===== config.mk =====
export PLATFORM = sky130hd
export DESIGN_NAME = pcm_buffer_writer_flat
export DESIGN_NICKNAME = d
export VERILOG_FILES = /design/src/rtl/pcm_buffer_writer_if.sv /design/src/rtl/pcm_buffer_writer.sv /design/src/flat_wrapper.sv
export SDC_FILE = /design/constraint.sdc
export NUM_CORES = 1
export LEC_CHECK = 0
export BUFFER_PORTS_ARGS = -buffer_cell sky130_fd_sc_hd__buf_2
export CORE_UTILIZATION = 40
export CTS_BUF_LIST = sky130_fd_sc_hd__clkbuf_2 sky130_fd_sc_hd__clkbuf_4 sky130_fd_sc_hd__clkbuf_8
export CTS_CLUSTER_DIAMETER = 100
export DETAILED_ROUTE_END_ITERATION = 12
export HOLD_SLACK_MARGIN = 0.02
export PLACE_DENSITY = 0.66
export SLEW_MARGIN = 0
export SYNTH_ARGS = -nofsm -noshare
export SYNTH_HDL_FRONTEND = slang
export SYNTH_SLANG_ARGS = --single-unit

===== constraint.sdc =====
create_clock -name CLOCK_I -period 3.3 [get_ports CLOCK_I]
set_clock_uncertainty 0.2 [all_clocks]
set_input_delay 0.165 -clock CLOCK_I [delete_from_list [all_inputs] [get_ports CLOCK_I]]
set_output_delay 0.165 -clock CLOCK_I [all_outputs]
set_load 0.005 [all_outputs]

===== src/rtl/pcm_buffer_writer_if.sv =====
// Decoder-to-buffer sample handshake.
//   sample_valid : decoder offers a stereo pair
//   sample_ready : buffer writer accepts the pair this cycle
//   ch0_sample   : left sample
//   ch1_sample   : right sample
// master = decoder side, slave = pcm_buffer_writer side.
interface pcm_buffer_writer_if;
  logic        sample_valid;
  logic        sample_ready;
  logic [15:0] ch0_sample;
  logic [15:0] ch1_sample;

  modport master (
    output sample_valid,
    output ch0_sample,
    output ch1_sample,
    input  sample_ready
  );

  modport slave (
    input  sample_valid,
    input  ch0_sample,
    input  ch1_sample,
    output sample_ready
  );
endinterface


===== src/rtl/pcm_buffer_writer.sv =====
// Producer-side controller for the stereo PCM buffer drained by the AC97 path.
// Accepts decoded sample pairs, writes them into the PCM RAM write port,
// tracks occupancy against the consumer read pointer and gates the consumer's
// read advance with a prime/run state machine.
// Ports:
//   CLOCK_I, RESET_I        : clock, synchronous active-high reset
//   sample_if (slave)       : valid/ready sample-pair handshake from the decoder
//   FLUSH_I                 : discard buffered samples
//   DRAIN_I                 : end of stream, play out below the watermark
//   PCM_READ_ADDRESS_I      : consumer read pointer
//   PCM_READ_ADVANCE_EN_O   : consumer may advance (combinational)
//   PCM_WRITE_EN_O/ADDRESS_O, CH0/CH1_PCM_DATA_O : registered RAM write port
//   FILL_LEVEL_O            : registered occupancy
//   UNDERRUN_O              : one-cycle pulse on RUN->PRIME underrun
module pcm_buffer_writer #(
  parameter int unsigned ADDR_WIDTH    = 9,
  parameter int unsigned LOW_WATERMARK = 64
) (
  input  logic                  CLOCK_I,
  input  logic                  RESET_I,
  pcm_buffer_writer_if.slave    sample_if,
  input  logic                  FLUSH_I,
  input  logic                  DRAIN_I,
  input  logic [ADDR_WIDTH-1:0] PCM_READ_ADDRESS_I,
  output logic                  PCM_READ_ADVANCE_EN_O,
  output logic                  PCM_WRITE_EN_O,
  output logic [ADDR_WIDTH-1:0] PCM_WRITE_ADDRESS_O,
  output logic [15:0]           CH0_PCM_DATA_O,
  output logic [15:0]           CH1_PCM_DATA_O,
  output logic [ADDR_WIDTH-1:0] FILL_LEVEL_O,
  output logic                  UNDERRUN_O
);

  localparam int unsigned SAMPLE_W = 16;
  localparam logic [ADDR_WIDTH-1:0] FILL_FULL = {ADDR_WIDTH{1'b1}};
  localparam logic [ADDR_WIDTH-1:0] FILL_LOW  = ADDR_WIDTH'(LOW_WATERMARK);

  typedef enum logic {
    ST_PRIME = 1'b0,
    ST_RUN   = 1'b1
  } state_e;

  state_e                state_q, state_d;
  logic [ADDR_WIDTH-1:0] wp_q, wp_d;
  logic [ADDR_WIDTH-1:0] wr_addr_q, wr_addr_d;
  logic [ADDR_WIDTH-1:0] fill_q, fill_d;
  logic                  wr_en_q, wr_en_d;
  logic                  underrun_q, underrun_d;
  logic [SAMPLE_W-1:0]   ch0_q, ch0_d;
  logic [SAMPLE_W-1:0]   ch1_q, ch1_d;

  logic [ADDR_WIDTH-1:0] fill_c;
  logic                  full_c, empty_c, ready_c, xfer_c;

  // Occupancy from the live pointers; modular subtraction handles wrap.
  assign fill_c  = wp_q - PCM_READ_ADDRESS_I;
  assign full_c  = (fill_c == FILL_FULL);
  assign empty_c = (fill_c == '0);
  assign ready_c = !RESET_I && !FLUSH_I && !full_c;
  assign xfer_c  = sample_if.sample_valid && ready_c;

  assign sample_if.sample_ready = ready_c;
  assign PCM_READ_ADVANCE_EN_O  = !RESET_I && !FLUSH_I && (state_q == ST_RUN) && !empty_c;

  assign PCM_WRITE_EN_O      = wr_en_q;
  assign PCM_WRITE_ADDRESS_O = wr_addr_q;
  assign CH0_PCM_DATA_O      = ch0_q;
  assign CH1_PCM_DATA_O      = ch1_q;
  assign FILL_LEVEL_O        = fill_q;
  assign UNDERRUN_O          = underrun_q;

  // Next-state: write capture, pointer update, prime/run control.
  always_comb begin
    state_d    = state_q;
    wp_d       = wp_q;
    wr_addr_d  = wr_addr_q;
    ch0_d      = ch0_q;
    ch1_d      = ch1_q;
    wr_en_d    = 1'b0;
    underrun_d = 1'b0;
    fill_d     = fill_c;

    if (FLUSH_I) begin
      // Collapse the buffer onto the consumer pointer; any offered pair is dropped.
      wp_d    = PCM_READ_ADDRESS_I;
      state_d = ST_PRIME;
      fill_d  = '0;
    end else begin
      if (xfer_c) begin
        wr_en_d   = 1'b1;
        wr_addr_d = wp_q;
        ch0_d     = sample_if.ch0_sample;
        ch1_d     = sample_if.ch1_sample;
        wp_d      = wp_q + ADDR_WIDTH'(1);
      end

      unique case (state_q)
        ST_PRIME: begin
          if ((fill_c >= FILL_LOW) || (DRAIN_I && !empty_c)) begin
            state_d = ST_RUN;
          end
        end
        ST_RUN: begin
          // While draining, an empty buffer is the expected end, not an underrun.
          if (empty_c && !DRAIN_I) begin
            state_d    = ST_PRIME;
            underrun_d = 1'b1;
          end
        end
        default: state_d = ST_PRIME;
      endcase
    end
  end

  // State and output registers.
  always_ff @(posedge CLOCK_I) begin
    if (RESET_I) begin
      state_q    <= ST_PRIME;
      wp_q       <= '0;
      wr_addr_q  <= '0;
      ch0_q      <= '0;
      ch1_q      <= '0;
      wr_en_q    <= 1'b0;
      underrun_q <= 1'b0;
      fill_q     <= '0;
    end else begin
      state_q    <= state_d;
      wp_q       <= wp_d;
      wr_addr_q  <= wr_addr_d;
      ch0_q      <= ch0_d;
      ch1_q      <= ch1_d;
      wr_en_q    <= wr_en_d;
      underrun_q <= underrun_d;
      fill_q     <= fill_d;
    end
  end

endmodule


===== src/flat_wrapper.sv =====
// flat-port wrapper written by rule: the top's interface ports become plain ports
module pcm_buffer_writer_flat 
#(
  parameter int unsigned ADDR_WIDTH    = 9,
  parameter int unsigned LOW_WATERMARK = 64
)
  (CLOCK_I, RESET_I, FLUSH_I, DRAIN_I, PCM_READ_ADDRESS_I, PCM_READ_ADVANCE_EN_O, PCM_WRITE_EN_O, PCM_WRITE_ADDRESS_O, CH0_PCM_DATA_O, CH1_PCM_DATA_O, FILL_LEVEL_O, UNDERRUN_O, sample_if_sample_valid, sample_if_ch0_sample, sample_if_ch1_sample, sample_if_sample_ready);
  pcm_buffer_writer_if sample_if_i ();
  input  logic CLOCK_I;
  input  logic RESET_I;
  input  logic FLUSH_I;
  input  logic DRAIN_I;
  input  logic [ADDR_WIDTH-1:0] PCM_READ_ADDRESS_I;
  output logic PCM_READ_ADVANCE_EN_O;
  output logic PCM_WRITE_EN_O;
  output logic [ADDR_WIDTH-1:0] PCM_WRITE_ADDRESS_O;
  output logic [15:0] CH0_PCM_DATA_O;
  output logic [15:0] CH1_PCM_DATA_O;
  output logic [ADDR_WIDTH-1:0] FILL_LEVEL_O;
  output logic UNDERRUN_O;
  input wire logic [$bits(sample_if_i.sample_valid)-1:0] sample_if_sample_valid;
  input wire logic [$bits(sample_if_i.ch0_sample)-1:0] sample_if_ch0_sample;
  input wire logic [$bits(sample_if_i.ch1_sample)-1:0] sample_if_ch1_sample;
  output wire logic [$bits(sample_if_i.sample_ready)-1:0] sample_if_sample_ready;
  assign sample_if_i.sample_valid = sample_if_sample_valid;
  assign sample_if_i.ch0_sample = sample_if_ch0_sample;
  assign sample_if_i.ch1_sample = sample_if_ch1_sample;
  assign sample_if_sample_ready = sample_if_i.sample_ready;
  pcm_buffer_writer #(.ADDR_WIDTH(ADDR_WIDTH), .LOW_WATERMARK(LOW_WATERMARK)) u_core (.CLOCK_I(CLOCK_I), .RESET_I(RESET_I), .sample_if(sample_if_i), .FLUSH_I(FLUSH_I), .DRAIN_I(DRAIN_I), .PCM_READ_ADDRESS_I(PCM_READ_ADDRESS_I), .PCM_READ_ADVANCE_EN_O(PCM_READ_ADVANCE_EN_O), .PCM_WRITE_EN_O(PCM_WRITE_EN_O), .PCM_WRITE_ADDRESS_O(PCM_WRITE_ADDRESS_O), .CH0_PCM_DATA_O(CH0_PCM_DATA_O), .CH1_PCM_DATA_O(CH1_PCM_DATA_O), .FILL_LEVEL_O(FILL_LEVEL_O), .UNDERRUN_O(UNDERRUN_O));
endmodule

==> results of run 1 <==
routing by layer:
| layer | share of wire, % | vias up | global-route usage (%) |
|---|---|---|---|
| met5 | 0 | - | 0 |
| met4 | 0.93 | 0 | 6.59 |
| met3 | 6.0 | 7 | 5.13 |
| met2 | 48 | 84 | 32.8 |
| met1 | 45 | 1349 | 23.6 |
| li1 | - | 1467 | - |
cell usage after synthesis (3+ instances only):
cell and number:
o21ai_0 8, nand2_1 11, nor4_1 3, nand2b_1 85, dfxtp_1 62, or3_1 6
nor2_1 20, clkbuf_1 12, a311oi_1 3, a21o_1 6, a31oi_1 4, nor3_1 3
a211oi_1 3, inv_1 12, ha_1 10, nand4_1 5, xnor2_1 3, buf_2 4
nand3_1 6, mux2i_1 41, a21oi_1 5
path summary, 6_finish.rpt:
kind | slack, ns | cells past startpoint | end
setup / recovery | 0.05 | 12 | sample_if_sample_ready
setup reg to reg | 0.08 | 13 | u_core.wp_q[5]
hold / removal | 0.06 | 4 | u_core.wp_q[1]
hold reg to reg | 0.27 | 2 | u_core.CH0_PCM_DATA_O[1]
power groups by stage:
| stage | registers [mW] | clock network [mW] | logic [mW] |
|---|---|---|---|
| floorplan | 0.834 | 0 | 0.197 |
| global placement | 0.831 | 0 | 0.319 |
| detailed placement | 0.833 | 0 | 0.325 |
| CTS | 0.816 | 0.710 | 0.368 |
| global route | 0.822 | 0.740 | 0.422 |
| finish | 0.817 | 0.684 | 0.384 |
flip-flops by register name, indices dropped and copies added (netlist names):
| register | flops |
|---|---|
| u_core.CH0_PCM_DATA_O | 16 |
| u_core.CH1_PCM_DATA_O | 16 |
| u_core.PCM_WRITE_EN_O | 1 |
| u_core.FILL_LEVEL_O | 9 |
| u_core.wp_q | 9 |
| u_core.state_q | 1 |
| u_core.PCM_WRITE_ADDRESS_O | 9 |
| u_core.UNDERRUN_O | 1 |
per-stage QoR:
stage | instances | power [mW] | util, % | setup slack (ns) | hold WS (ns)
finish | 598 | 1.88 | 58.7 | 0.0506 | 0.0639
global route | 598 | 1.98 | 58.7 | -0.0414 | 0.0872
CTS | 596 | 1.89 | 58.2 | 0.00735 | 0.0456
detailed placement | 535 | 1.16 | 49.5 | 0.0128 | 0.168
global placement | 535 | 1.15 | 49.5 | 0.105 | 0.159
floorplan | 341 | 1.03 | - | 0.142 | 0.0435
what timing repair did:
item,4_1_cts,5_1_grt
buffers inserted,3,2
cloned,0,0
hold endpoints to repair,44,0
setup endpoints to repair,4,8
gates resized for setup,1,8
pin swaps,2,8
hold buffers,42,0
worst register-to-register path, cell delays in order, from the launching register on:
cell,delay (ns)
dfxtp_1,0.32
inv_2,0.07
ha_1,0.15
inv_1,0.06
fa_2,0.33
a21o_1,0.22
a311oi_2,0.24
nor3b_2,0.10
or3b_4,0.40
nor4_4,0.33
buf_6,0.16
buf_4,0.18
nor4_1,0.08
o31a_1,0.28
cells by family after synthesis:
logic type / count (synthesis)
flops: 62
xor+xnor: 5
fa+ha+maj: 12
simple gates: 152
buf+inv: 30
compound gates: 39
mux: 41
final cells by class:
| cell class | count | area, um2 |
|---|---|---|
| inverter | 13 | 48.8 |
| multi-input combinational | 249 | 1820 |
| sequential | 62 | 1240 |
| tap | 102 | 128 |
| timing repair buffer | 156 | 1070 |
| clock buffer | 12 | 159 |
| fill | 680 | 3170 |
| clock inverter | 4 | 45.0 |
==> qor.csv, run 1 <==
stage;metric;value;unit
synthesis;Netlist cell types;44;
route;via count;2907;
place;GPL Wtd Cong;0.797;
clock_network;total CTS buffers;9;
timing;final number of setup-violating endpoints;0;
route;Vias/cell;4.86;
critical_path;CP top delay family;simple AND/OR/NAND/NOR gates;
timing;crit path time final;3.25;ns
critical_path;CP Buf/Inv Count;4;
synthesis;compound-cell area share of the yosys netlist;8.73;%
power_and_ir_drop;Reg power frac;43.3;%
floorplan;Core ar.;7690;um2
timing;Tightest Pin Transition;0.674;ns
global_route;largest net degree at the start of global routing;94;
clock_network;CTS tree;done;
power_and_ir_drop;net switching power;0.494;mW
floorplan;die width;90.8;um
synthesis;Synth top area share;39.4;%
floorplan;I/O pins;100;
route;DRC viols;0;
route;drt pass-1 iters;4;
power_and_ir_drop;Int Power;1.39;mW
critical_path;Crit Reg-Reg Startpoint;u_core.wp_q[0];
timing;worst rel slew slack;55.1;%
synthesis;Adder-Cell Fraction of Synth Area;4.92;%
synthesis;xor/xnor share of the synthesized area;1.39;%
synthesis;Post-synth EDFFs;0;
clock_network;clk root buf;clkbuf_8;
synthesis;Syn Std Cell Area;3150;um2
cells_and_area;commonest non-fill, non-tap cells in the layout;buf_2, nand2b_1, dfxtp_1;
cells_and_area;commonest non-fill, non-tap cell in the layout;buf_2;
flow_run;Max-Cap Viols;0;
power_and_ir_drop;Clock Power Share;36.3;%
global_route;first-pass GRT wire length;12.8;mm
synthesis;Syn Inst Count;341;
synthesis;post-synthesis sequential area ratio;39.4;%
min_path;worst min path class;input pin to register;
critical_path;Worst path max stage delay;0.40;ns
synthesis;simple-gate share of the synthesized area;28.7;%
timing;Hold Violations, Final;0;
synthesis;top post-synthesis cells by area;dfxtp_1, nand2b_1, mux2i_1;
place;Placed Instance Area;3810;um2
floorplan;die area;8240;um2
global_route;vias in the first global route;2795;
cells_and_area;area grow syn2layout;43.2;%
route;Routed WL;7.87;mm
clock_network;clock tree buffer depth;2;
critical_path;Max FO, Critical Path;3;
power_and_ir_drop;Net Sw Frac;26.2;%
clock_network;clock sink count;62;
cells_and_area;share of cells above drive strength 1;29.2;%
power_and_ir_drop;Lkg Pwr;2.02;nW
cells_and_area;Layout Nets;548;
global_route;gr usage total;19.4;%
critical_path;Setup crit start;u_core.wp_q[0];
clock_network;H-tree depth;3;
synthesis;Yosys reg bits;62;
critical_path;critical path data required time;2.93;ns
timing;Final period util;98.5;%
place;port bufs;99;
route;Starting DRT DRC Count;113;
place;post-DP HPWL;5.13;mm
clock_network;CTS clock-pin slew for the worst setup and hold paths;0.08;ns
timing;maximum operating frequency;0.308;GHz
synthesis;most used flip-flop cell after synthesis;dfxtp_1;
power_and_ir_drop;Gate power share;20.4;%
critical_path;CP startpoint kind;register;
critical_path;slowest CP cell;or3b_4;
floorplan;Die H;90.8;um
critical_path;WP data arrival;2.88;ns
power_and_ir_drop;VDD IR max;175;uV
synthesis;syn_area_per_cell;9.24;um2
critical_path;crit end category;output pin;
synthesis;main combinational cell family by area after synthesis;simple AND/OR/NAND/NOR gates;
floorplan;num rows;32;
global_route;initial antenna violation count;0;
critical_path;CP cell instances;inv_2 > ha_1 > inv_1 > fa_2 > a21o_1 > a311oi_2 > nor3b_2 > or3b_4 > nor4_4 > buf_6 > nor2_1 > buf_2;
cells_and_area;ant diodes;0;
clock_network;Clk Latency, worst-skew pair;0.34;ns
critical_path;crit path kind;register to output pin;
route;drt wl/cell;13.2;um
floorplan;Initial Util;41.0;%
cells_and_area;post-route cell area;4510;um2
timing;Setup Total Neg Slack;0;ns
min_path;min-delay src;PCM_READ_ADDRESS_I[1];
status;outcome;finished clean;
synthesis;post-synthesis mux area share;13.0;%
synthesis;Async SR Flop Fraction;0;%
route;Detail Route Antenna Nets;0;
synthesis;area leader, netlist;dfxtp_1;
global_route;grt total ovfl;0;
synthesis;warnings from Yosys;0;
synthesis;syn nets;398;
power_and_ir_drop;P per Cell Area;418;nW/um2
timing;Slew Viols, Final;0;
Power figures use the tool's default switching activity.
==> run 2, diff against run 1 <==
--- a/config.mk
+++ b/config.mk
@@ -8,2 +8,3 @@
 export BUFFER_PORTS_ARGS = -buffer_cell sky130_fd_sc_hd__buf_2
+export CORE_ASPECT_RATIO = 1.25
 export CORE_UTILIZATION = 40
==> constraint.sdc (replaced) <==
create_clock -name CLOCK_I -period 3.3 [get_ports CLOCK_I]
set_clock_uncertainty 0.2 [all_clocks]
set_input_delay 0.99 -clock CLOCK_I [delete_from_list [all_inputs] [get_ports CLOCK_I]]
set_output_delay 0.99 -clock CLOCK_I [all_outputs]
set_load 0.005 [all_outputs]
==> run 2 against run 1 <==
Against the previous run:
- first-iteration DRC count fell by 15%
- critical path depth fell by 1
- non-clock buffer count rose by 27
- combinational power rose by 47%
- the run now ends with negative setup slack left
- fmax fell by 20%
- sequential power fell by 0.5%
- sequential cell count did not move
- total power rose by 5.2%
==> qor.csv, run 2 (synthesized netlist as in run 1, its figures left out) <==
stage;metric;value;unit;change
global_route;largest net degree at the start of global routing;93;;-1.1%
power_and_ir_drop;P per Cell Area;406;nW/um2;-2.7%
cells_and_area;ant diodes;0;;unchanged
status;failing checks;negative setup slack;;
timing;final number of setup-violating endpoints;47;;+47
critical_path;Setup crit start;PCM_READ_ADDRESS_I[0];;
min_path;min-delay src;u_core.PCM_WRITE_ADDRESS_O[5];;
global_route;first-pass GRT wire length;13.3;mm;+3.8%
power_and_ir_drop;Lkg Pwr;2.22;nW;+9.9%
timing;maximum operating frequency;0.247;GHz;-20%
critical_path;crit path kind;input pin to output pin;;
route;Starting DRT DRC Count;96;;-15%
min_path;hold path endpoint;u_core.PCM_WRITE_ADDRESS_O[5];;
clock_network;clock sink count;62;;unchanged
critical_path;Reg2Reg Capture Point;u_core.FILL_LEVEL_O[8];;
global_route;initial antenna violation count;0;;unchanged
timing;Tightest Pin Transition;0.688;ns;+0.0147 ns
critical_path;crit end category;output pin;;
floorplan;num rows;35;;+9.4%
global_route;vias in the first global route;2985;;+6.8%
critical_path;Worst path max stage delay;0.40;ns;about the same
clock_network;total CTS buffers;9;;unchanged
cells_and_area;commonest non-fill, non-tap cells in the layout;buf_2, nand2b_1, buf_4;;
critical_path;reg2reg path depth;26;;+13
floorplan;Core ar.;7490;um2;-2.6%
status;outcome;finished, violations left;;
floorplan;I/O pins;100;;unchanged
critical_path;Crit Reg-Reg Startpoint;u_core.wp_q[0];;
floorplan;die area;8240;um2;about the same
floorplan;die width;81.4;um;-10%
timing;Final WS setup;-0.744;ns;-0.794 ns
critical_path;Max FO, Critical Path;2;;-1
place;port bufs;99;;unchanged
critical_path;slowest CP cell;or3b_4;;
cells_and_area;commonest non-fill, non-tap cell in the layout;buf_2;;
cells_and_area;area grow syn2layout;54.9;%;
cells_and_area;Layout Nets;575;;+4.9%
clock_network;clk root buf;clkbuf_8;;
min_path;Worst Hold Depth;2;;-2
global_route;gr usage total;21.1;%;+1.7 points
clock_network;hold buffer count at CTS;0;;-100%
global_route;grt total ovfl;0;;unchanged
route;DRC viols;0;;unchanged
timing;Final period util;123;%;+24 points
route;drt pass-1 iters;4;;unchanged
clock_network;H-tree depth;3;;unchanged
route;via count;3038;;+4.5%
clock_network;clock tree buffer depth;2;;unchanged
critical_path;CP startpoint kind;input pin;;
timing;RSZ-0062 raised after global routing;yes;;
critical_path;WP data arrival;2.85;ns;-0.03 ns
place;pre-CTS setup slack;-0.893;ns;-0.906 ns
route;Routed WL;8.56;mm;+8.9%
timing;Hold Violations, Final;0;;unchanged
flow_run;Max-Cap Viols;0;;unchanged
route;drt wl/cell;13.9;um;+5.9%
clock_network;CTS clock-pin slew for the worst setup and hold paths;0.06;ns;-0.02 ns
min_path;worst min path class;register to register;;
power_and_ir_drop;VDD IR max;250;uV;+43%
critical_path;r2r setup slk;-0.41;ns;-0.49 ns
critical_path;CP top delay family;simple AND/OR/NAND/NOR gates;;
floorplan;Initial Util;42.1;%;+1.1 points
timing;worst rel slew slack;54.1;%;-0.98 points
place;GPL Wtd Cong;0.883;;+11%
critical_path;critical path data required time;2.11;ns;-0.82 ns
cells_and_area;fin util;65.2;%;+6.5 points
place;post-DP HPWL;5.53;mm;+7.8%
route;Vias/cell;4.94;;+1.6%
clock_network;CTS tree;done;;
critical_path;CP cell instances;buf_8 > ha_4 > inv_2 > fa_2 > a21o_1 > a311oi_2 > nor3b_2 > or3b_4 > nor4_4 > nor2_1 > buf_2;;
route;Detail Route Antenna Nets;0;;unchanged
timing;Slew Viols, Final;0;;unchanged
clock_network;Clk Latency, worst-skew pair;0.34;ns;about the same
critical_path;CP Buf/Inv Count;3;;-1
floorplan;Die H;101;um;+12%
cells_and_area;share of cells above drive strength 1;46.5;%;+17 points
timing;crit path time final;4.04;ns;+0.794 ns
run 2: worst max path at each step:
stage	slack [ns]	cells after the start	end
global route	-0.82	11	sample_if_sample_ready
detailed placement	-0.89	12	sample_if_sample_ready
floorplan	-0.87	10	sample_if_sample_ready
global placement	-0.84	11	sample_if_sample_ready
CTS	-0.75	11	sample_if_sample_ready
finish	-0.74	11	sample_if_sample_ready
run 2: through the flow:
step	cells	area, um2	power, mW	setup TNS, ns	hold WS (ns)
after detailed placement	572	4250	1.25	-29.53	0.261
after CTS	606	4720	1.95	-7.51	0.273
after global routing	615	4880	2.08	-9.67	0.293
after global placement	572	4250	1.24	-25.45	0.255
final	615	4880	1.98	-5.64	0.268
after floorplan	341	3230	1.04	-9.98	0.249
run 2: cell type report:
type	instances	area [um2]
Multi-Input combinational cell	249	2040
Inverter	13	56.3
Fill cell	615	2610
Clock buffer	12	153
Sequential cell	62	1240
Timing Repair Buffer	183	1250
Tap cell	92	115
Clock inverter	4	22.5
run 2: layer usage:
metal | up-vias | share of wire, % | track usage [%] | wire, um
met5 | - | 0 | 0 | 0
li1 | 1514 | - | - | -
met3 | 15 | 5.3 | 5.59 | 453
met4 | 0 | 2.1 | 11.1 | 176
met1 | 1423 | 42 | 22.6 | 3570
met2 | 86 | 51 | 37.1 | 4360
run 2: power by group:
part           internal, mW  leakage [nW]  switching [mW]
clock network         0.306        0.0930           0.299
registers             0.791         0.508          0.0221
logic                 0.321          1.62           0.244
total                  1.42          2.22           0.565
run 2: what timing repair did:
item / 4_1_cts / 5_1_grt
endpoints found under the hold margin: 0 / 0
resized for setup: 25 / 27
gates cloned: 1 / 0
pin swaps: 20 / 20
setup buffers: 17 / 11
setup endpoints to repair: 49 / 53
run 2: worst register-to-register path, cell delays in order (launching register included):
cell and delay (ns):
dfxtp_1 0.31, inv_1 0.10, ha_4 0.14, inv_2 0.03, fa_2 0.35, buf_6 0.13, nand3_2 0.07, a21oi_2 0.07
o21ai_1 0.17, buf_4 0.14, nand2_2 0.06, buf_4 0.13, buf_4 0.12, buf_4 0.12, buf_4 0.12, buf_4 0.12
buf_4 0.12, buf_4 0.12, buf_4 0.13, buf_4 0.12, buf_4 0.12, buf_4 0.12, buf_4 0.12, buf_4 0.12
buf_4 0.12, buf_4 0.12, nor2_1 0.07
==> run 3, diff against run 2 <==
Clock period 3.3 ns to 3.4 ns, I/O delays scaled along.
==> run 3 against run 2 <==
Against the previous run:
- the flow still finishes with violations (negative setup slack)
- routed wire length fell by 4.6%
- design area fell by 0.28%
- die area did not move
==> qor.csv, run 3 (synthesized netlist as in run 1, its figures left out) <==
stage;metric;value;unit;change
status;outcome;finished, violations left;;
status;failing checks;negative setup slack;;
timing;final number of setup-violating endpoints;9;;-81%
route;Vias/cell;4.96;;+0.49%
critical_path;critical path data required time;2.18;ns;+0.07 ns
critical_path;Worst path max stage delay;0.40;ns;about the same
critical_path;CP startpoint kind;input pin;;
route;Starting DRT DRC Count;85;;-11%
floorplan;die area;8240;um2;unchanged
critical_path;crit path kind;input pin to output pin;;
power_and_ir_drop;Tot Pwr;2.06;mW;+4.1%
clock_network;clk root buf;clkbuf_8;;
route;Routed WL;8.17;mm;-4.6%
min_path;worst min path class;register to register;;
timing;maximum operating frequency;0.240;GHz;
global_route;grt total ovfl;0;;unchanged
cells_and_area;Layout fillers;600;;-2.4%
critical_path;reg2reg path depth;27;;+3.8%
min_path;Worst Hold Depth;2;;unchanged
cells_and_area;area of the multi-input gates;2020;um2;-1.1%
clock_network;clock tree buffer depth;2;;unchanged
critical_path;CP cell instances;buf_8 > ha_4 > inv_2 > fa_2 > a21o_1 > a311oi_2 > nor3b_2 > or3b_4 > nor4_4 > nor2_1 > buf_2;;
critical_path;crit end category;output pin;;
route;drt pass-1 iters;4;;unchanged
critical_path;Crit Reg-Reg Startpoint;u_core.wp_q[0];;
timing;Final period util;122;%;
route;drt wl/cell;13.4;um;-3.8%
critical_path;CP endpoint;sample_if_sample_ready;;
power_and_ir_drop;Lkg Pwr;2.22;nW;-0.13%
critical_path;CP Buf/Inv Count;3;;unchanged
floorplan;die width;81.4;um;unchanged
floorplan;Die H;101;um;unchanged
critical_path;Setup crit start;PCM_READ_ADDRESS_I[0];;
cells_and_area;fin util;65.0;%;-0.18 points
timing;Final WS setup;-0.764;ns;-0.0202 ns
clock_network;clock sink count;62;;unchanged
place;GPL Wtd Cong;0.886;;+0.31%
critical_path;WP data arrival;2.94;ns;+0.09 ns
cells_and_area;Sequential Area;1240;um2;unchanged
timing;Setup Total Neg Slack;-2.38;ns;+3.26 ns
floorplan;I/O pins;100;;unchanged
cells_and_area;commonest non-fill, non-tap cell in the layout;buf_2;;
global_route;initial antenna violation count;0;;unchanged
route;DRC viols;0;;unchanged
power_and_ir_drop;VDD IR max;321;uV;+28%
global_route;vias in the first global route;2853;;-4.4%
clock_network;H-tree depth;3;;unchanged
critical_path;slowest CP cell;or3b_4;;
clock_network;CTS tree;done;;
place;dpl cells;570;;-0.35%
route;via count;3028;;-0.33%
critical_path;r2r setup slk;-0.39;ns;+0.02 ns
place;port bufs;99;;unchanged
floorplan;Initial Util;42.1;%;unchanged
timing;RSZ-0062 raised after global routing;yes;;
cells_and_area;Layout Nets;570;;-0.87%
global_route;gr usage total;21.0;%;-0.090 points
clock_network;total CTS buffers;9;;unchanged
clock_network;Clk Latency, worst-skew pair;0.34;ns;about the same
power_and_ir_drop;P per Cell Area;424;nW/um2;+4.4%
cells_and_area;fin cells;610;;-0.81%
cells_and_area;area grow syn2layout;54.4;%;
cells_and_area;ant diodes;0;;unchanged
floorplan;Core ar.;7490;um2;unchanged
critical_path;Max FO, Critical Path;2;;unchanged
timing;Hold Violations, Final;0;;unchanged
critical_path;CP top delay family;simple AND/OR/NAND/NOR gates;;
route;Detail Route Antenna Nets;0;;unchanged
critical_path;Reg2Reg Capture Point;u_core.FILL_LEVEL_O[8];;
flow_run;Max-Cap Viols;0;;unchanged
timing;crit path time final;4.16;ns;
floorplan;num rows;35;;unchanged
global_route;first-pass GRT wire length;13.1;mm;-0.88%
cells_and_area;commonest non-fill, non-tap cells in the layout;buf_2, nand2b_1, buf_4;;
timing;Slew Viols, Final;0;;unchanged
clock_network;CTS clock-pin slew for the worst setup and hold paths;0.06;ns;about the same
timing;Tightest Pin Transition;0.666;ns;-0.0228 ns
place;post-DP HPWL;5.30;mm;-4.3%
critical_path;Stages on worst setup path;11;;unchanged
cells_and_area;share of cells above drive strength 1;45.8;%;-0.71 points
global_route;largest net degree at the start of global routing;93;;unchanged
timing;worst rel slew slack;55.6;%;+1.5 points
==> run 3: changes by cell type in the layout (fill, tap and decap cells not counted), moves of 2 or more <==
cell,previous run,this run
nand3_2,5,3
bufinv_16,0,2
buf_6,10,3
a21oi_2,1,3
nand2_2,2,0
nand3_1,1,3
==> run 3: worst min path at each step <==
stage	from	to	slack (ns)
floorplan	u_core.state_q	u_core.UNDERRUN_O	0.25
global placement	u_core.CH0_PCM_DATA_O[9]	u_core.CH0_PCM_DATA_O[9]	0.25
detailed placement	u_core.PCM_WRITE_ADDRESS_O[0]	u_core.PCM_WRITE_ADDRESS_O[0]	0.26
CTS	u_core.CH0_PCM_DATA_O[12]	u_core.CH0_PCM_DATA_O[12]	0.27
global route	u_core.CH0_PCM_DATA_O[12]	u_core.CH0_PCM_DATA_O[12]	0.29
finish	u_core.CH0_PCM_DATA_O[12]	u_core.CH0_PCM_DATA_O[12]	0.27
==> run 3: cell type report <==
cell class	instances	share of cell area (%)
clock buffer	12	3.14
clock inverter	4	1.44
inverter	13	1.16
multi-input combinational	249	41.5
sequential	62	25.5
tap	92	2.37
timing repair buffer	178	24.9
==> run 3: metrics by stage <==
stage	instance area (um2)	hold slack (ns)	worst slack, ns
global route	4870	0.291	-0.849
finish	4870	0.268	-0.764
CTS	4790	0.274	-0.685
detailed placement	4240	0.262	-0.819
global placement	4240	0.255	-0.796
floorplan	3230	0.249	-0.826
==> run 3: routing by layer <==
layer	share of wire [%]	vias to the layer above	GRT usage, %	wire, um
met5	0	-	0	0
met4	1.8	0	11.4	148
met3	6.0	12	4.14	488
met1	44	1408	25.6	3570
met2	48	97	34.1	3960
li1	-	1511	-	-
==> run 3: repair_timing <==
| action | in CTS | in global routing |
|---|---|---|
| gates resized for setup | 27 | 14 |
| setup buffers | 20 | 3 |
| pin swaps | 21 | 7 |
| setup endpoints to repair | 42 | 48 |
| hold buffers | 0 | 0 |
| cloned | 1 | 0 |
==> run 3: power breakdown <==
group | total (mW) | internal [mW] | switching (mW)
Clock | 0.738 | 0.447 | 0.291
Sequential | 0.789 | 0.768 | 0.0218
Combinational | 0.537 | 0.308 | 0.229
==> run 3: tightest hold or removal path: cells and delay by family (launching register included) <==
kind	cells	cell delay [ns]
multiplexers	1	0.06
AND/OR/NAND/NOR	1	0.06
flip-flops	1	0.31
